File: src/rtl/cs_fifo_pkg.sv
// Shared definitions for the dual-clock FIFO read-side streamer:
// parameter defaults, FSM state encoding and a wrapping counter helper.
package cs_fifo_pkg;

  localparam int unsigned DATA_W_DEF    = 32;
  localparam int unsigned BURST_LEN_DEF = 16;
  localparam int unsigned CNT_W         = 16;
  localparam int unsigned OCC_W         = 2;
  localparam int unsigned WORDS_W       = 32;

  localparam logic [1:0] ST_IDLE   = 2'd0;
  localparam logic [1:0] ST_RUN    = 2'd1;
  localparam logic [1:0] ST_FINISH = 2'd2;

  // Increment that wraps back to zero after reaching last.
  function automatic logic [CNT_W-1:0] wrap_inc(input logic [CNT_W-1:0] v,
                                                input logic [CNT_W-1:0] last);
    return (v == last) ? '0 : v + CNT_W'(1);
  endfunction

endpackage

File: src/rtl/cs_skid_buf.sv
// Two-entry skid buffer between the FIFO read port and the output stream.
// The caller guarantees no push into a full buffer unless a pop happens too.
module cs_skid_buf
  import cs_fifo_pkg::*;
#(
  parameter int unsigned DATA_W = DATA_W_DEF
) (
  input  logic              rdclk,
  input  logic              aclr,
  input  logic              push,
  input  logic [DATA_W-1:0] din,
  input  logic              pop,
  output logic [OCC_W-1:0]  occ,
  output logic [DATA_W-1:0] head
);

  logic [DATA_W-1:0] tail;
  logic              pop_ok;

  assign pop_ok = pop && (occ != '0);

  // head always holds the oldest word; tail holds the second when occ == 2
  always_ff @(posedge rdclk or posedge aclr) begin
    if (aclr) begin
      occ  <= '0;
      head <= '0;
      tail <= '0;
    end else begin
      case ({push, pop_ok})
        2'b10: begin
          if (occ == '0) head <= din;
          else           tail <= din;
          occ <= occ + OCC_W'(1);
        end
        2'b01: begin
          head <= tail;
          occ  <= occ - OCC_W'(1);
        end
        2'b11: begin
          if (occ == OCC_W'(1)) begin
            head <= din;
          end else begin
            head <= tail;
            tail <= din;
          end
        end
        default: ;
      endcase
    end
  end

endmodule

File: src/rtl/cs_fifo_reader.sv
// Read-side burst fetcher for a dual-clock FIFO: issues reads in bursts of
// BURST_LEN, absorbs the one-cycle read latency and presents a valid/ready stream.
module cs_fifo_reader
  import cs_fifo_pkg::*;
#(
  parameter int unsigned DATA_W    = DATA_W_DEF,
  parameter int unsigned BURST_LEN = BURST_LEN_DEF
) (
  input  logic               rdclk,
  input  logic               aclr,
  input  logic               enable,
  input  logic               rdempty,
  input  logic [DATA_W-1:0]  q,
  output logic               rdreq,
  output logic [DATA_W-1:0]  m_data,
  output logic               m_valid,
  input  logic               m_ready,
  output logic               m_last,
  output logic               busy,
  output logic [WORDS_W-1:0] words_out
);

  localparam logic [CNT_W-1:0] LAST_BEAT = CNT_W'(BURST_LEN - 1);

  logic [1:0]       state;
  logic [1:0]       state_nxt;
  logic [CNT_W-1:0] issue_cnt;
  logic [CNT_W-1:0] issue_cnt_nxt;
  logic [CNT_W-1:0] beat_cnt;
  logic             inflight;
  logic [OCC_W-1:0] occ;
  logic             pop;
  logic [2:0]       pending;

  assign m_valid = (occ != '0);
  assign pop     = m_valid && m_ready;

  // Words that will sit in the buffer after this edge, before any new read.
  assign pending = 3'(occ) + 3'(inflight) - 3'(pop);
  assign rdreq   = (state != ST_IDLE) && !rdempty && (pending < 3'd2);

  assign issue_cnt_nxt = rdreq ? wrap_inc(issue_cnt, LAST_BEAT) : issue_cnt;

  assign m_last = m_valid && (beat_cnt == LAST_BEAT);
  assign busy   = (state != ST_IDLE) || m_valid || inflight;

  always_ff @(posedge rdclk or posedge aclr) begin
    if (aclr) state <= ST_IDLE;
    else      state <= state_nxt;
  end

  // Leaving RUN looks at the post-read count so a read landing in the same
  // cycle as enable falling is still completed as a whole burst.
  always_comb begin
    state_nxt = state;
    case (state)
      ST_IDLE: begin
        if (enable) state_nxt = ST_RUN;
      end
      ST_RUN: begin
        if (!enable) state_nxt = (issue_cnt_nxt == '0) ? ST_IDLE : ST_FINISH;
      end
      ST_FINISH: begin
        if (rdreq && (issue_cnt == LAST_BEAT)) state_nxt = ST_IDLE;
      end
      default: state_nxt = ST_IDLE;
    endcase
  end

  always_ff @(posedge rdclk or posedge aclr) begin
    if (aclr) begin
      issue_cnt <= '0;
      beat_cnt  <= '0;
      inflight  <= 1'b0;
      words_out <= '0;
    end else begin
      issue_cnt <= issue_cnt_nxt;
      inflight  <= rdreq;
      if (pop) begin
        beat_cnt  <= wrap_inc(beat_cnt, LAST_BEAT);
        words_out <= words_out + WORDS_W'(1);
      end
    end
  end

  cs_skid_buf #(
    .DATA_W(DATA_W)
  ) u_skid (
    .rdclk(rdclk),
    .aclr (aclr),
    .push (inflight),
    .din  (q),
    .pop  (pop),
    .occ  (occ),
    .head (m_data)
  );

endmodule

File: config.mk
export PLATFORM = sky130hd
export DESIGN_NAME = cs_fifo_reader
export DESIGN_NICKNAME = d
export VERILOG_FILES = /design/src/rtl/cs_fifo_pkg.sv /design/src/rtl/cs_skid_buf.sv /design/src/rtl/cs_fifo_reader.sv
export SDC_FILE = /design/constraint.sdc
export NUM_CORES = 1
export LEC_CHECK = 0
export ABC_AREA = 1
export BUFFER_PORTS_ARGS = -buffer_cell sky130_fd_sc_hd__buf_4
export CAP_MARGIN = 10
export CORE_AREA = 5 5 164 166
export DETAILED_ROUTE_END_ITERATION = 6
export DIE_AREA = 0 0 169 171
export MAX_ROUTING_LAYER = met4
export PLACE_DENSITY = 0.52
export SLEW_MARGIN = 20
export SYNTH_ARGS = -nofsm -noshare
export SYNTH_HDL_FRONTEND = slang
export SYNTH_SLANG_ARGS = --single-unit
File: constraint.sdc
create_clock -name rdclk -period 3.4 [get_ports rdclk]
set_input_delay 0 -clock rdclk [delete_from_list [all_inputs] [get_ports rdclk]]
set_output_delay 0 -clock rdclk [all_outputs]
set_load 0.01 [all_outputs]
==> out/metrics.cfg <==
[drt]
ant_nets=0
via_per_inst=4.32
wl_per_cell_um=12.7
initialDrtViolationCount=251
drc=0
routed_wl_um=16400
dr.pass1.iters=4
dr_total_vias=5586

[die]
dieWidth_um=169
std_cell_rows=59
die_y_um=171
dieArea_um2=28900
pin_count=105
start_util_pct=26.2
core-area_um2=25500

[sta]
fmax_mhz=331
fin_worst_skew_ns=0.0127
rsz0062_at_grt=false
min_period_ns=3.02
tightest_slew_ns=0.664
slew_headroom_pct=55.7
setup-violations-final=0
hold_viol=0
holdWs_ns=0.136
period_share_pct=88.8
setup_tns_ns=0
drv_slew=0

[power]
p_seq_share_pct=36.6
p_leak_nw=4.41
power_switching_mw=2.37
combPwrFrac_pct=33.9
p_per_area_nw_per_um2=756
p_int_mw=4.33
sw_frac_of_total_pct=35.4
p_clk_share_pct=29.5
ir_worst_vdd_mv=0.318
p_total_mw=6.71

[cells_and_area]
drive_gt1_share_pct=21.4
postLayoutCellArea_um2=8870
antenna_cells=0
instances_no_fill=1294
nets=994
syn_to_final_growth_pct=33.1

[global_route]
grt_pass1_vias=5423
antenna_found_initial=0
grt_pass1_wl_um=27700
grt_max_degree=71
grtUsageTotal_pct=12.2
gr-total-overflow=0

[critical_path]
r2r_cells=18
crit_top_cell=nand2_1
crit_arrival_ns=3.32
crit_path_max_fanout=12
worst_setup_path_end_kind=flip-flop
crit_family=simple AND/OR/NAND/NOR gates
cp_cell_sequence=inv_1 > ha_1 > nor2_4 > ha_1 > or2_2 > fa_1 > nand2_1 > nor2_1 > nand2_1 > buf_4 > nand2_1 > o21ai_1 > nor2_1 > nand2_1 > nor2_1 > nand3_1 > nand2_1 > nand2_1
critPathLaunchType=flip-flop
crit_buf_inv=2
worstSetupPathType=flip-flop to flip-flop
slowest_stage=fa_1
cp.required_ns=3.70
path_depth=18
slowest_delay_ns=0.50

[clock_network]
cts_tree=done
numCtsBuffers=17
htreeDepth=4
post_cts_resized=0
root_buffer=clkbuf_16
cts_sinks=133
clk_latency_ns=0.42
post-cts-setup-buffers=0
cts_max_path_buffers=2
clk_pin_slew_ns=0.06
hold_buffers=36

[yosys]
yosysWarnings=0
synth.distinct_cells=35
synth-seq-cells=133
ys_seq_area_share_pct=50.0
yosysMostFrequentCell=nand2_1
ys_async_sr_fraction_pct=100
synthTopCellsByCount=nand2_1 (153), dfrtp_1 (133), inv_1 (116)
synth_edf_count=0
synthTopCellsByArea=dfrtp_1 (50%), nand2_1 (8.6%), inv_1 (6.5%)
yosysTopAreaCell=dfrtp_1
netlist_area_um2=6660
netlist.area_leader.share_pct=50.0
synth.avg_cell_area_um2=8.34
syn_nets=846
synth-main-ff-cell=dfrtp_1
netlist_instances=799

[run_status]
status=finished, final reports clean

[place]
routabilityCongestion=0.831
dpl.hpwl_um=11100
port_buffers=104
placed_cell_area_um2=7880
post-place-cells=1227

[flow_run]
drv_cap=0

[hold_path]
hp-class=input pin to async pin

registers in the layout, indices dropped and copies added, names as in the netlist:
signal       cells
beat_cnt        16
words_out       32
u_skid.tail     32
issue_cnt       16
inflight         1
state            2
u_skid.occ       2
u_skid.head     32
cell families after synthesis:
family	Yosys count	share of synthesized area, %
DFF	133	50.0
xor gates and xnor gates	46	6.05
AOI/OAI and AO/OA	105	8.60
buffers and inverters	143	8.11
adders and majority gates	10	1.99
and+or+nand+nor	362	25.3
worst min-delay path, stage by stage:
cell	delay [ns]
dlygate4sd3_1	0.53
buf_4	0.14
clkinvlp_4	0.29
metrics by stage:
stage               setup slack (ns)  utilization [%]
floorplan                    0.00409                -
global placement               0.366             31.0
detailed placement             0.333             31.0
CTS                            0.326             34.8
global route                  0.0561             34.8
finish                         0.381             34.8
layout by cell type, fill, tap and decap left out, types with 4 or more instances in the layout:
cell,Yosys,layout
a31oi_1,32,32
buf_4,1,115
bufinv_16,0,4
clkbuf_16,0,17
dfrtp_1,133,133
dlygate4sd3_1,0,36
ha_1,9,9
inv_1,116,115
inv_2,4,4
nand2_1,153,152
nand3_1,26,26
nand4_1,19,19
nor2_1,86,85
nor2_2,3,4
nor3_1,20,20
nor3_2,4,4
nor4_1,5,5
o21ai_0,68,68
or2_2,33,33
xnor2_1,11,11
xor2_1,35,35
worst paths after layout:
path | startpoint | slack [ns] | end
max | u_skid.occ[0] | 0.38 | state[1]
min in group rdclk | enable | 0.38 | state[0]
max in group asynchronous | aclr | 2.32 | u_skid.tail[30]
max reg2reg | u_skid.occ[0] | 0.38 | state[1]
min reg2reg | beat_cnt[14] | 0.47 | beat_cnt[14]
min | aclr | 0.14 | u_skid.tail[5]
metal layers:
metal / wire (µm) / GRT usage (%) / vias to the layer above / share of wire [%]
li1: - / - / 2843 / -
met1: 7820 / 15.6 / 2639 / 48
met2: 7850 / 19.5 / 94 / 48
met3: 553 / 2.77 / 10 / 3.4
met4: 176 / 3.15 / 0 / 1.1
met5: 0 / - / - / 0
power by group through the flow:
stage | Sequential [mW] | Combinational [mW] | Clock [mW]
floorplan | 2.51 | 1.36 | 0
global placement | 2.49 | 2.25 | 0
detailed placement | 2.48 | 2.30 | 0
CTS | 2.47 | 2.33 | 2.04
global route | 2.53 | 2.60 | 2.11
finish | 2.46 | 2.27 | 1.98
layout make-up:
class                      instances  area, µm²
fill                            2668      16600
sequential                       133       3330
multi-input combinational        523       2800
timing repair buffer             152       1240
inverter                         120        454
clock buffer                      17        425
tap                              335        419
clock inverter                    14        200
No activity file was read; power rests on OpenSTA's default activity.
